## src/rtl/rv32_control_fsm_if.sv

```systemverilog
// Fetch / data-memory handshake bundle for the RV32I control unit.
//   imem_req   : instruction fetch request (driven by the control unit)
//   imem_ack   : fetched instruction valid this cycle
//   imem_rdata : fetched instruction word
//   dmem_ack   : data access completes this cycle
// master = control unit side, slave = memory side.
interface rv32_control_fsm_if;
    logic        imem_req;
    logic        imem_ack;
    logic [31:0] imem_rdata;
    logic        dmem_ack;

    modport master (
        output imem_req,
        input  imem_ack,
        input  imem_rdata,
        input  dmem_ack
    );

    modport slave (
        input  imem_req,
        output imem_ack,
        output imem_rdata,
        output dmem_ack
    );
endinterface

```

## src/rtl/rv32_control_fsm.sv

```systemverilog
// Multi-cycle control unit for the RV32I core.
// Sequences each instruction through FETCH/DECODE/EXEC/(MEM)/WB and produces
// the control word, sign-extended immediate and register addresses consumed
// by pc_updater, ALU, register file and memory interface.
// Ports:
//   clk, rst : clock (rising edge), synchronous active-high reset
//   bus      : fetch/data handshake (master side)
//   cword    : 23-bit control word
//              [3:0] type [6:4] funct3 [7] funct7b5 [12:8] rd [13] reg_we
//              [14] mem_re [15] mem_we [16] alu_src_imm [17] pc_we
//              [19:18] wb_sel [20] br_eval [21] illegal [22] busy
//   imm      : decoded sign-extended immediate
//   rs1, rs2 : source register addresses
//   state    : current FSM state
module rv32_control_fsm #(
    parameter logic [31:0] RESET_IR = 32'h0000_0013,
    parameter int unsigned CWORD_W  = 23
) (
    input  logic                      clk,
    input  logic                      rst,
    rv32_control_fsm_if.master        bus,
    output logic [CWORD_W-1:0]        cword,
    output logic [31:0]               imm,
    output logic [4:0]                rs1,
    output logic [4:0]                rs2,
    output logic [2:0]                state
);

    typedef enum logic [2:0] {
        S_FETCH  = 3'd0,
        S_DECODE = 3'd1,
        S_EXEC   = 3'd2,
        S_MEM    = 3'd3,
        S_WB     = 3'd4,
        S_TRAP   = 3'd7
    } state_e;

    typedef enum logic [3:0] {
        T_LOAD    = 4'd0,
        T_IMM     = 4'd1,
        T_STORE   = 4'd2,
        T_REG     = 4'd3,
        T_LUI     = 4'd4,
        T_AUIPC   = 4'd5,
        T_BRNCH   = 4'd6,
        T_JALR    = 4'd7,
        T_JAL     = 4'd8,
        T_ILLEGAL = 4'hF
    } inst_e;

    state_e      state_q;
    state_e      state_d;
    logic [31:0] ir;

    // Decoded fields, latched on DECODE exit and held until the next DECODE.
    inst_e       inst_type_q;
    logic [2:0]  funct3_q;
    logic        f7b5_q;
    logic [4:0]  rd_q;
    logic [31:0] imm_q;
    logic [4:0]  rs1_q;
    logic [4:0]  rs2_q;
    logic        illegal_q;

    // Combinational decode of the instruction register.
    inst_e       dec_type;
    logic [31:0] dec_imm;
    logic        dec_f7b5;

    // Strobes and per-state control.
    logic        imem_req;
    logic        reg_we;
    logic        mem_re;
    logic        mem_we;
    logic        alu_src_imm;
    logic        pc_we;
    logic [1:0]  wb_sel;
    logic        br_eval;
    logic        busy;
    logic [22:0] cw;

    always_comb begin
        dec_type = T_ILLEGAL;
        unique case (ir[6:0])
            7'b0000011: dec_type = T_LOAD;
            7'b0010011: dec_type = T_IMM;
            7'b0100011: dec_type = T_STORE;
            7'b0110011: dec_type = T_REG;
            7'b0110111: dec_type = T_LUI;
            7'b0010111: dec_type = T_AUIPC;
            7'b1100011: dec_type = T_BRNCH;
            7'b1100111: dec_type = T_JALR;
            7'b1101111: dec_type = T_JAL;
            default:    dec_type = T_ILLEGAL;
        endcase
    end

    always_comb begin
        dec_imm = '0;
        case (dec_type)
            T_LOAD, T_IMM, T_JALR:
                dec_imm = {{20{ir[31]}}, ir[31:20]};
            T_STORE:
                dec_imm = {{20{ir[31]}}, ir[31:25], ir[11:7]};
            T_BRNCH:
                dec_imm = {{19{ir[31]}}, ir[31], ir[7], ir[30:25], ir[11:8], 1'b0};
            T_LUI, T_AUIPC:
                dec_imm = {ir[31:12], 12'h000};
            T_JAL:
                dec_imm = {{11{ir[31]}}, ir[31], ir[19:12], ir[20], ir[30:21], 1'b0};
            default:
                dec_imm = '0;
        endcase
    end

    // funct7[5] only distinguishes SUB/SRA (reg) and SRAI (imm, funct3=101).
    always_comb begin
        dec_f7b5 = 1'b0;
        if (dec_type == T_REG || (dec_type == T_IMM && ir[14:12] == 3'b101)) begin
            dec_f7b5 = ir[30];
        end
    end

    always_ff @(posedge clk) begin
        if (rst) begin
            state_q     <= S_FETCH;
            ir          <= RESET_IR;
            inst_type_q <= T_LOAD;
            funct3_q    <= '0;
            f7b5_q      <= 1'b0;
            rd_q        <= '0;
            imm_q       <= '0;
            rs1_q       <= '0;
            rs2_q       <= '0;
            illegal_q   <= 1'b0;
        end else begin
            state_q <= state_d;
            if (state_q == S_FETCH && bus.imem_ack) begin
                ir <= bus.imem_rdata;
            end
            if (state_q == S_DECODE) begin
                inst_type_q <= dec_type;
                funct3_q    <= ir[14:12];
                f7b5_q      <= dec_f7b5;
                rd_q        <= ir[11:7];
                imm_q       <= dec_imm;
                rs1_q       <= ir[19:15];
                rs2_q       <= ir[24:20];
                illegal_q   <= (dec_type == T_ILLEGAL);
            end
        end
    end

    always_comb begin
        state_d     = state_q;
        imem_req    = 1'b0;
        reg_we      = 1'b0;
        mem_re      = 1'b0;
        mem_we      = 1'b0;
        alu_src_imm = 1'b0;
        pc_we       = 1'b0;
        wb_sel      = 2'd0;
        br_eval     = 1'b0;
        case (state_q)
            S_FETCH: begin
                imem_req = 1'b1;
                if (bus.imem_ack) begin
                    state_d = S_DECODE;
                end
            end
            S_DECODE: begin
                state_d = (dec_type == T_ILLEGAL) ? S_TRAP : S_EXEC;
            end
            S_EXEC: begin
                alu_src_imm = !(inst_type_q == T_REG || inst_type_q == T_BRNCH);
                br_eval     = (inst_type_q == T_BRNCH);
                state_d     = (inst_type_q == T_LOAD || inst_type_q == T_STORE) ? S_MEM : S_WB;
            end
            S_MEM: begin
                mem_re = (inst_type_q == T_LOAD);
                mem_we = (inst_type_q == T_STORE);
                if (bus.dmem_ack) begin
                    state_d = S_WB;
                end
            end
            S_WB: begin
                pc_we  = 1'b1;
                reg_we = !(inst_type_q == T_STORE || inst_type_q == T_BRNCH) && (rd_q != 5'd0);
                if (inst_type_q == T_LOAD) begin
                    wb_sel = 2'd1;
                end else if (inst_type_q == T_JAL || inst_type_q == T_JALR) begin
                    wb_sel = 2'd2;
                end
                state_d = S_FETCH;
            end
            S_TRAP: begin
                state_d = S_TRAP;
            end
            default: begin
                state_d = S_FETCH;
            end
        endcase
    end

    assign busy = (state_q != S_FETCH);

    assign cw = {busy, illegal_q, br_eval, wb_sel, pc_we, alu_src_imm,
                 mem_we, mem_re, reg_we, rd_q, f7b5_q, funct3_q, inst_type_q};

    assign cword        = cw;
    assign imm          = imm_q;
    assign rs1          = rs1_q;
    assign rs2          = rs2_q;
    assign state        = state_q;
    assign bus.imem_req = imem_req;

endmodule

```

## src/flat_wrapper.sv

```systemverilog
// flat-port wrapper written by rule: the top's interface ports become plain ports
module rv32_control_fsm_flat 
#(
    parameter logic [31:0] RESET_IR = 32'h0000_0013,
    parameter int unsigned CWORD_W  = 23
)
  (clk, rst, cword, imm, rs1, rs2, state, bus_imem_req, bus_imem_ack, bus_imem_rdata, bus_dmem_ack);
  rv32_control_fsm_if bus_i ();
  input  logic clk;
  input  logic rst;
  output logic [CWORD_W-1:0] cword;
  output logic [31:0] imm;
  output logic [4:0] rs1;
  output logic [4:0] rs2;
  output logic [2:0] state;
  output wire logic [$bits(bus_i.imem_req)-1:0] bus_imem_req;
  input wire logic [$bits(bus_i.imem_ack)-1:0] bus_imem_ack;
  input wire logic [$bits(bus_i.imem_rdata)-1:0] bus_imem_rdata;
  input wire logic [$bits(bus_i.dmem_ack)-1:0] bus_dmem_ack;
  assign bus_imem_req = bus_i.imem_req;
  assign bus_i.imem_ack = bus_imem_ack;
  assign bus_i.imem_rdata = bus_imem_rdata;
  assign bus_i.dmem_ack = bus_dmem_ack;
  rv32_control_fsm #(.RESET_IR(RESET_IR), .CWORD_W(CWORD_W)) u_core (.clk(clk), .rst(rst), .bus(bus_i), .cword(cword), .imm(imm), .rs1(rs1), .rs2(rs2), .state(state));
endmodule
```

## config.mk

```make
export PLATFORM = sky130hd
export DESIGN_NAME = rv32_control_fsm_flat
export DESIGN_NICKNAME = d
export VERILOG_FILES = /design/src/rtl/rv32_control_fsm_if.sv /design/src/rtl/rv32_control_fsm.sv /design/src/flat_wrapper.sv
export SDC_FILE = /design/constraint.sdc
export NUM_CORES = 1
export LEC_CHECK = 0
export CELL_PAD_IN_SITES_DETAIL_PLACEMENT = 0
export CELL_PAD_IN_SITES_GLOBAL_PLACEMENT = 1
export CORE_ASPECT_RATIO = 0.6
export CORE_MARGIN = 1
export CORE_UTILIZATION = 39
export CTS_BUF_LIST = sky130_fd_sc_hd__clkbuf_8
export DETAILED_ROUTE_END_ITERATION = 10
export GPL_ROUTABILITY_DRIVEN = 0
export HOLD_SLACK_MARGIN = 0.06
export PLACE_DENSITY = 0.92
export SYNTH_ARGS = -nofsm -noshare
export SYNTH_HDL_FRONTEND = slang
export SYNTH_SLANG_ARGS = --single-unit
```

## constraint.sdc

```tcl
create_clock -name clk -period 2.9 [get_ports clk]
set_input_delay 0.435 -clock clk [delete_from_list [all_inputs] [get_ports clk]]
set_output_delay 0.435 -clock clk [all_outputs]
set_load 0.01 [all_outputs]
```

# Word level (Yosys, flattened, before mapping)
# Cells that the tools add are included.
[totals]
regBits = 91
latch_bits = 0
ram_bits = 0
mem_bits_ro = 0
elab_cells = 77
n_memories = 0
[op_classes]
n_addsub = 0
n_mul = 0
n_div = 0
n_lt_le_gt_ge = 0
n_eq_ne = 31
shift = 0
n_mux = 18
bitwise = 0
reduce_logical = 18
[op_table]
columns = ["cell", "count"]
rows = [
  ["$pmux W32 S5", 1],
  ["$pmux W4 S9", 1],
  ["$eq A4 B3 Y1 const B", 6],
  ["$eq A7 B6 Y1 const B", 3],
  ["$eq A7 B7 Y1 const B", 3],
  ["$eq A4 B2 Y1 const B", 4],
  ["$pmux W3 S5", 1],
  ["$eq A7 B5 Y1 const B", 2],
  ["$eq A4 B4 Y1 const B", 3],
  ["$mux W3", 4],
  ["$eq A3 B3 Y1 const B", 3],
  ["$logic_not A4 Y1", 2],
  ["$mux W1", 8],
  ["$eq A7 B2 Y1 const B", 1],
  ["$eq A3 B2 Y1 const B", 2],
  ["$mux W2", 3],
  ["$logic_or A1 B1 Y1", 5],
  ["$reduce_bool A5 Y1", 1],
  ["$eq A4 B1 Y1 const B", 1],
  ["$ne A2 B2 Y1 const B", 2],
  ["$eq A3 B1 Y1 const B", 1],
  ["$logic_and A1 B1 Y1", 3],
  ["$logic_not A3 Y1", 1],
  ["$reduce_bool A3 Y1", 1],
  ["4 further kinds", 5],
]

# Depth between registers and ports, before layout
# Gate-level depths: netlist of run 1.
[logic_depth]
depth_word = 6
depth_mapped = 6
depth_no_buf = 4

# Worst setup path before layout of run 1
# OpenSTA, ideal clock, no wires.
[synth_timing]
path_type = "register -> output"
from = "register u_core.inst_type_q[0]"
to = "output port cword[15]"
arrival_time_ns = 1.314
required_ns = 2.465
setup_slack_ns = 1.151
stages_incl_launch_ff = 5
path_buffers = 2
cell_sequence = "dfxtp_1 > or3_1 > clkbuf_1 > nor4b_1 > buf_4"
[synth_via]
elab_chain_cells = 2
[synth_rtl]
columns = ["element", "line_no", "text"]
rows = [
  ["from (decl)", "rv32_control_fsm.sv:56", "inst_e inst_type_q;"],
  ["from (signal assigned)", "rv32_control_fsm.sv:142", "inst_type_q <= dec_type;"],
  ["$eq A4 B2 Y1", "rv32_control_fsm.sv:181", "mem_we = (inst_type_q == T_STORE);"],
  ["$mux W1", "rv32_control_fsm.sv:164", "case (state_q)"],
  ["to (decl)", "flat_wrapper.sv:11", "output logic [CWORD_W-1:0] cword;"],
]
# No other way between the ends.

# Worst setup path in the final report of run 1
# Same ends and word-level chain as after synthesis.

==> impl_metrics.xml, run 1 <==
<?xml version="1.0" encoding="UTF-8"?>
<metrics>
  <group name="yosys">
    <metric name="synth_cells" unit="">469</metric>
    <metric name="synth_enable_flop_cells" unit="">0</metric>
    <metric name="synthDominantAreaCellType" unit="">dfxtp_1</metric>
    <metric name="synthTopCellsByArea" unit="">dfxtp_1, nand2_1, a21oi_1</metric>
    <metric name="synth_compound_area_share" unit="%">21.68</metric>
    <metric name="synthFlopType" unit="">dfxtp_1</metric>
    <metric name="mappedNetlistNets" unit="">505</metric>
    <metric name="synth_top_family_by_area" unit="">simple AND/OR/NAND/NOR gates</metric>
    <metric name="postSynth.asyncResetShare" unit="%">0</metric>
    <metric name="post_synthesis_xor_xnor_area_fraction" unit="%">0.2279</metric>
    <metric name="synth-seq-area-share" unit="%">47.40</metric>
    <metric name="synth.area.mux_share" unit="%">0.6510</metric>
    <metric name="synthDominantCellAreaShare" unit="%">47.40</metric>
    <metric name="synth-simple-area-share" unit="%">23.31</metric>
    <metric name="post_synth_fa_ha_maj_area_fraction" unit="%">0</metric>
    <metric name="synthesis.yosys.warnings" unit="">0</metric>
    <metric name="post_synth.cell_area_avg" unit="sq um">8.195</metric>
    <metric name="syn_area" unit="sq um">3844</metric>
    <metric name="synthDistinctLibCells" unit="">56</metric>
    <metric name="flops_latches_synth" unit="">91</metric>
  </group>
  <group name="clock_tree">
    <metric name="clock_tree.buffer_depth" unit="">2</metric>
    <metric name="htreeDepth" unit="">3</metric>
    <metric name="clock_latency_on_the_worst_skew_pair" unit="ns">0.38</metric>
    <metric name="number_of_buffers_added_by_the_clock_tree_synthesis_step" unit="">9</metric>
    <metric name="cts.reportedPaths.clkPinSlew" unit="ns">0.08</metric>
    <metric name="cts_root_buffer" unit="">clkbuf_8</metric>
    <metric name="hold_buffers" unit="">0</metric>
    <metric name="cts_setup_buffers" unit="">0</metric>
    <metric name="tritoncts" unit="">yes</metric>
    <metric name="clkSinkCount" unit="">91</metric>
    <metric name="post_cts_resized" unit="">0</metric>
  </group>
  <group name="sta">
    <metric name="postLayoutSetupSlackWorst" unit="ns">0.3316</metric>
    <metric name="finClkSkew" unit="ns">0.01579</metric>
    <metric name="finalSetupTns" unit="ns">0</metric>
    <metric name="maxClockFrequency" unit="MHz">389.4</metric>
    <metric name="setup-violations-final" unit="">0</metric>
    <metric name="hold_violations" unit="">0</metric>
    <metric name="timing.final.crit_share" unit="%">88.56</metric>
    <metric name="drv_slew" unit="">0</metric>
    <metric name="timing.slew.headroom" unit="%">47.18</metric>
    <metric name="worst-slew-pin-transition" unit="ns">0.7894</metric>
    <metric name="rsz_0062_raised_after_global_routing" unit="">false</metric>
    <metric name="period_minus_slack" unit="ns">2.568</metric>
  </group>
  <group name="cells_and_area">
    <metric name="antenna_diode_count" unit="">0</metric>
    <metric name="layout-drive-gt1-share" unit="%">5.829</metric>
    <metric name="layout.cells.most_common" unit="">nand2_1</metric>
    <metric name="layout_common_cells" unit="">nand2_1, clkdlybuf4s50_1, dfxtp_1</metric>
    <metric name="finish.net_count" unit="">580</metric>
    <metric name="flow.area_growth_from_synthesis" unit="%">31.19</metric>
    <metric name="fin_area" unit="sq um">5042</metric>
  </group>
  <group name="floorplanning">
    <metric name="core" unit="sq um">9358</metric>
    <metric name="die_height" unit="um">78.90</metric>
    <metric name="rows" unit="">27</metric>
    <metric name="die_w" unit="um">130.2</metric>
    <metric name="starting_density_of_the_core" unit="%">41.08</metric>
    <metric name="die_area" unit="sq um">10270</metric>
    <metric name="ios" unit="">105</metric>
  </group>
  <group name="place">
    <metric name="placement.io_buffers" unit="">104</metric>
    <metric name="placedInstanceArea" unit="sq um">4855</metric>
    <metric name="dp_worst_setup_slack" unit="ns">0.7235</metric>
    <metric name="hpwlAfterDp" unit="um">7513</metric>
  </group>
  <group name="detailed_routing">
    <metric name="vias" unit="">3633</metric>
    <metric name="post_drt_wl_per_cell" unit="um">16.28</metric>
    <metric name="1st_iter_drt_viols" unit="">234</metric>
    <metric name="drt-total-wl" unit="um">11050</metric>
    <metric name="detail_route.first_pass.iterations" unit="">5</metric>
    <metric name="detail_route.vias_per_cell" unit="">5.351</metric>
    <metric name="final_routed_drc_violation_total" unit="">0</metric>
    <metric name="postRouteAntennaNets" unit="">0</metric>
  </group>
  <group name="worst_hold_path">
    <metric name="holdCritPathClass" unit="">reg -&gt; reg</metric>
  </group>
  <group name="worst_setup_path">
    <metric name="cp_cell_sequence" unit="">or3_1 -&gt; nor4b_1 -&gt; clkdlybuf4s50_1</metric>
    <metric name="required" unit="ns">2.47</metric>
    <metric name="timing.critical_path.fanout_max" unit="">7</metric>
    <metric name="cpPeakStageDelay" unit="ns">0.58</metric>
    <metric name="critical_path.endpoint_type" unit="">output port</metric>
    <metric name="critPathLaunchType" unit="">flip-flop</metric>
    <metric name="critPathTopFamily" unit="">simple AND/OR/NAND/NOR gates</metric>
    <metric name="cp.arrival" unit="ns">2.13</metric>
    <metric name="critical_path_class" unit="">reg -&gt; out</metric>
    <metric name="crit_buf_inv" unit="">1</metric>
    <metric name="crit_path_top_delay_cell" unit="">clkdlybuf4s50_1</metric>
  </group>
  <group name="flow_run">
    <metric name="timing.max_cap.violations" unit="">0</metric>
  </group>
  <group name="global_routing">
    <metric name="grt_use_met2" unit="%">32.45</metric>
    <metric name="grt.busiest_layer" unit="">met2</metric>
    <metric name="grt_use_met3" unit="%">6.604</metric>
    <metric name="grtUsageTotal" unit="%">22.34</metric>
    <metric name="first_pass_grt_wire_length" unit="um">17510</metric>
    <metric name="initial_antenna_violation_count" unit="">0</metric>
    <metric name="grtUsageMet1" unit="%">31.37</metric>
    <metric name="grt-ovfl-total" unit="">0</metric>
    <metric name="grt_max_degree" unit="">47</metric>
    <metric name="via_count_of_the_first_global_routing_pass" unit="">3358</metric>
  </group>
  <group name="power">
    <metric name="worst_ir_drop_on_vdd" unit="V">0.0003365</metric>
    <metric name="power.density" unit="nW/um^2">793.8</metric>
    <metric name="leakage" unit="nW">1.750</metric>
  </group>
  <group name="outcome">
    <metric name="outcome" unit="">finished clean</metric>
  </group>
</metrics>
[where the power goes]
part / internal [mW] / leakage (nW) / switching (mW)
logic: 0.601 / 0.917 / 0.878
registers: 1.43 / 0.740 / 0.281
clock network: 0.360 / 0.0934 / 0.456
[cells in the mapped netlist (4+ instances only)]
cell type and n:
inv_1 5, nand2_1 133, nand3_1 8, nand3b_1 6
dfxtp_1 91, buf_4 10, nor3_1 8, a221o_1 8
a22oi_1 16, o21ai_0 11, a31oi_1 4, buf_2 12
a21oi_1 58, o21ai_1 9, nor2_1 14, clkbuf_1 22
[sequential cells by signal, summed over array words and instances (netlist names)]
register / cells
u_core.inst_type_q: 4
u_core.rs2: 5
u_core.illegal_q: 1
u_core.rs1: 5
u_core.imm: 32
u_core.ir: 32
u_core.f7b5_q: 1
u_core.rd_q: 5
u_core.state: 3
u_core.funct3_q: 3
[area by class of cell]
class	instances	area [sq um]
Timing Repair Buffer	110	1081
Clock inverter	5	36.28
Fill cell	873	4315
Inverter	5	18.77
Clock buffer	11	151.4
Tap cell	130	162.7
Multi-Input combinational cell	327	1770
Sequential cell	91	1822
[worst register-to-register path, cell delays in order, from the launching register on]
cell and delay [ns]:
dfxtp_1 0.72, nand4b_4 0.26, o22ai_2 0.69, a22oi_1 0.19
o21ai_0 0.20
[per-stage QoR]
step | std cells | power (mW) | util (%) | hold slack, ns
after floorplan | 469 | 2.663 | - | 0.4431
after global placement | 663 | 3.153 | 51.88 | 0.4412
after detailed placement | 663 | 3.196 | 51.88 | 0.4423
after CTS | 679 | 4.006 | 53.88 | 0.4544
after global routing | 679 | 4.245 | 53.88 | 0.4800
final | 679 | 4.002 | 53.88 | 0.4520
[layer usage]
layer / vias up / wire length, um
met3: 12 / 763
met4: 0 / 145
met5: - / 0
met2: 124 / 4675
li1: 1771 / -
met1: 1726 / 5468
[path summary, 6_finish.rpt]
| check | from | end | slack [ns] | depth (start not counted) |
|---|---|---|---|---|
| max | u_core.inst_type_q[0]$_SDFFE_PP0P_ | cword[15] | 0.33 | 3 |
| min | u_core.imm[23]$_SDFFE_PP0P_ | u_core.imm[23]$_SDFFE_PP0P_ | 0.45 | 2 |
| max reg2reg | u_core.ir[6]$_SDFFE_PP0P_ | u_core.imm[21]$_SDFFE_PP0P_ | 0.76 | 4 |
| min reg2reg | u_core.imm[23]$_SDFFE_PP0P_ | u_core.imm[23]$_SDFFE_PP0P_ | 0.45 | 2 |
[kinds of logic (layout without fill, tap and decap cells)]
logic type             after synthesis  in the layout
AND/OR/NAND/NOR                    195            195
multiplexers                         2              2
AO/OA/AOI/OAI                      129            129
XOR/XNOR                             1              1
flip-flops                          91             91
buffers and inverters               51            131
(Power assumes the default switching activity.)
==> run 2, diff against run 1 <==
==> constraint.sdc (replaced) <==
create_clock -name clk -period 2.9 [get_ports clk]
set_input_delay 0.58 -clock clk [delete_from_list [all_inputs] [get_ports clk]]
set_output_delay 0.58 -clock clk [all_outputs]
set_load 0.01 [all_outputs]
==> run 2 against run 1 <==
Compared with the run above: final cell count grew 0.15%; die area is the same; worst setup slack lost 0.18 ns; core utilization grew 0.080 points; clock-buffer cell count is the same; register-to-register slack gained 0.08 ns; combinational power is essentially flat; sequential share of layout area shrank 0.054 points; non-clock buffer count grew 1; via count grew 0.25%; sequential power is essentially flat; first-iteration DRC count grew 26%; largest power group unchanged.
==> impl_metrics.xml, run 2 (same netlist as run 1, synthesis figures left out) <==
<?xml version="1.0" encoding="UTF-8"?>
<metrics>
  <group name="outcome">
    <metric name="outcome" unit="">finished clean</metric>
  </group>
  <group name="place">
    <metric name="placement.io_buffers" unit="">104</metric>
    <metric name="hpwlAfterDp" unit="um">7554</metric>
    <metric name="placedInstanceArea" unit="sq um">4862</metric>
    <metric name="dp_worst_setup_slack" unit="ns">0.5428</metric>
  </group>
  <group name="power">
    <metric name="total_power" unit="mW">3.991</metric>
    <metric name="power.density" unit="nW/um^2">790.3</metric>
    <metric name="worst_ir_drop_on_vdd" unit="V">0.0004158</metric>
    <metric name="leakage" unit="nW">1.755</metric>
  </group>
  <group name="worst_setup_path">
    <metric name="critPathTopFamily" unit="">simple AND/OR/NAND/NOR gates</metric>
    <metric name="critical_path_class" unit="">reg -&gt; out</metric>
    <metric name="required" unit="ns">2.32</metric>
    <metric name="cp.arrival" unit="ns">2.17</metric>
    <metric name="cp_cell_sequence" unit="">or3_1 -&gt; nor4b_1 -&gt; clkdlybuf4s50_1</metric>
    <metric name="crit_path_top_delay_cell" unit="">clkdlybuf4s50_1</metric>
    <metric name="crit_buf_inv" unit="">1</metric>
    <metric name="critPathLaunchType" unit="">flip-flop</metric>
    <metric name="timing.critical_path.fanout_max" unit="">7</metric>
    <metric name="critical_path.endpoint_type" unit="">output port</metric>
    <metric name="cpPeakStageDelay" unit="ns">0.61</metric>
  </group>
  <group name="floorplanning">
    <metric name="die_area" unit="sq um">10270</metric>
    <metric name="die_w" unit="um">130.2</metric>
    <metric name="rows" unit="">27</metric>
    <metric name="starting_density_of_the_core" unit="%">41.08</metric>
    <metric name="die_height" unit="um">78.90</metric>
    <metric name="core" unit="sq um">9358</metric>
    <metric name="ios" unit="">105</metric>
  </group>
  <group name="clock_tree">
    <metric name="clkSinkCount" unit="">91</metric>
    <metric name="cts_setup_buffers" unit="">0</metric>
    <metric name="tritoncts" unit="">yes</metric>
    <metric name="cts.reportedPaths.clkPinSlew" unit="ns">0.09</metric>
    <metric name="hold_buffers" unit="">0</metric>
    <metric name="number_of_buffers_added_by_the_clock_tree_synthesis_step" unit="">9</metric>
    <metric name="htreeDepth" unit="">3</metric>
    <metric name="clock_tree.buffer_depth" unit="">2</metric>
    <metric name="post_cts_resized" unit="">0</metric>
    <metric name="cts_root_buffer" unit="">clkbuf_8</metric>
    <metric name="clock_latency_on_the_worst_skew_pair" unit="ns">0.37</metric>
  </group>
  <group name="cells_and_area">
    <metric name="layout-drive-gt1-share" unit="%">6.000</metric>
    <metric name="fin_area" unit="sq um">5050</metric>
    <metric name="antenna_diode_count" unit="">0</metric>
    <metric name="ff_latch_area" unit="sq um">1822</metric>
    <metric name="number_of_inserted_filler_cells_in_the_final_layout" unit="">882</metric>
    <metric name="flow.area_growth_from_synthesis" unit="%">31.38</metric>
    <metric name="layout.cells.most_common" unit="">nand2_1</metric>
    <metric name="layout_common_cells" unit="">nand2_1, clkdlybuf4s50_1, dfxtp_1</metric>
    <metric name="area_taken_by_multi_input_logic_gates" unit="sq um">1770</metric>
    <metric name="finish.net_count" unit="">581</metric>
  </group>
  <group name="detailed_routing">
    <metric name="detail_route.first_pass.iterations" unit="">5</metric>
    <metric name="1st_iter_drt_viols" unit="">294</metric>
    <metric name="detail_route.vias_per_cell" unit="">5.356</metric>
    <metric name="postRouteAntennaNets" unit="">0</metric>
    <metric name="drt-total-wl" unit="um">10890</metric>
    <metric name="final_routed_drc_violation_total" unit="">0</metric>
    <metric name="vias" unit="">3642</metric>
    <metric name="post_drt_wl_per_cell" unit="um">16.01</metric>
  </group>
  <group name="sta">
    <metric name="rsz_0062_raised_after_global_routing" unit="">false</metric>
    <metric name="drv_slew" unit="">0</metric>
    <metric name="period_minus_slack" unit="ns">2.752</metric>
    <metric name="maxClockFrequency" unit="MHz">363.4</metric>
    <metric name="timing.final.crit_share" unit="%">94.88</metric>
    <metric name="hold_violations" unit="">0</metric>
    <metric name="finClkSkew" unit="ns">0.008703</metric>
    <metric name="setup-violations-final" unit="">0</metric>
    <metric name="finalSetupTns" unit="ns">0</metric>
    <metric name="postLayoutSetupSlackWorst" unit="ns">0.1484</metric>
    <metric name="worst-slew-pin-transition" unit="ns">0.7520</metric>
    <metric name="timing.slew.headroom" unit="%">49.68</metric>
  </group>
  <group name="global_routing">
    <metric name="via_count_of_the_first_global_routing_pass" unit="">3387</metric>
    <metric name="first_pass_grt_wire_length" unit="um">17420</metric>
    <metric name="initial_antenna_violation_count" unit="">0</metric>
    <metric name="grtUsageTotal" unit="%">22.30</metric>
    <metric name="grt-ovfl-total" unit="">0</metric>
    <metric name="grt_max_degree" unit="">54</metric>
  </group>
  <group name="flow_run">
    <metric name="timing.max_cap.violations" unit="">0</metric>
  </group>
  <group name="worst_hold_path">
    <metric name="holdCritPathClass" unit="">reg -&gt; reg</metric>
  </group>
</metrics>
## run 2: through the flow
step | std cells | hold WS (ns) | util (%)
2_1_floorplan | 469 | 0.4431 | -
3_3_place_gp | 664 | 0.4449 | 51.96
3_5_place_dp | 664 | 0.4416 | 51.96
4_1_cts | 680 | 0.4543 | 53.96
5_1_grt | 680 | 0.4770 | 53.96
6_report | 680 | 0.4514 | 53.96
## run 2: worst register-to-register path, cell delays in order (launching register included)
cell	delay, ns
dfxtp_1	0.71
nand4b_4	0.26
o22ai_2	0.65
a22oi_1	0.22
o21ai_1	0.16
## run 2: layer usage
metal | part of all wire [%] | wire [um] | GRT usage (%) | vias up
li1 | - | - | - | 1762
met1 | 48 | 5233 | 31.35 | 1729
met2 | 43 | 4690 | 32.45 | 137
met3 | 7.6 | 824 | 6.402 | 14
met4 | 1.3 | 141 | 7.326 | 0
met5 | 0 | 0 | 0 | -
## run 2: worst paths after layout
kind	startpoint	end	slack [ns]	cells after the start
worst max register to register	u_core.ir[6]$_SDFFE_PP0P_	u_core.imm[24]$_SDFFE_PP0P_	0.84	4
worst min register to register	u_core.imm[22]$_SDFFE_PP0P_	u_core.imm[22]$_SDFFE_PP0P_	0.45	2
worst min-delay path	u_core.imm[22]$_SDFFE_PP0P_	u_core.imm[22]$_SDFFE_PP0P_	0.45	2
worst max-delay path	u_core.inst_type_q[0]$_SDFFE_PP0P_	cword[15]	0.15	3
## run 2: final cells by class
| cell class | count | area share [%] |
|---|---|---|
| clock inverters | 5 | 0.7185 |
| repair buffers | 111 | 21.56 |
| well taps | 130 | 3.221 |
| flip-flops and latches | 91 | 36.08 |
| clock buffers | 11 | 2.998 |
| multi-input cells | 327 | 35.06 |
| inverters | 5 | 0.3717 |
## run 2: report_power, final
group / internal [mW] / switching (mW) / total [mW] / leakage (nW)
combinational: 0.606 / 0.874 / 1.48 / 0.922
clock: 0.360 / 0.451 / 0.811 / 0.0934
sequential: 1.43 / 0.273 / 1.70 / 0.740
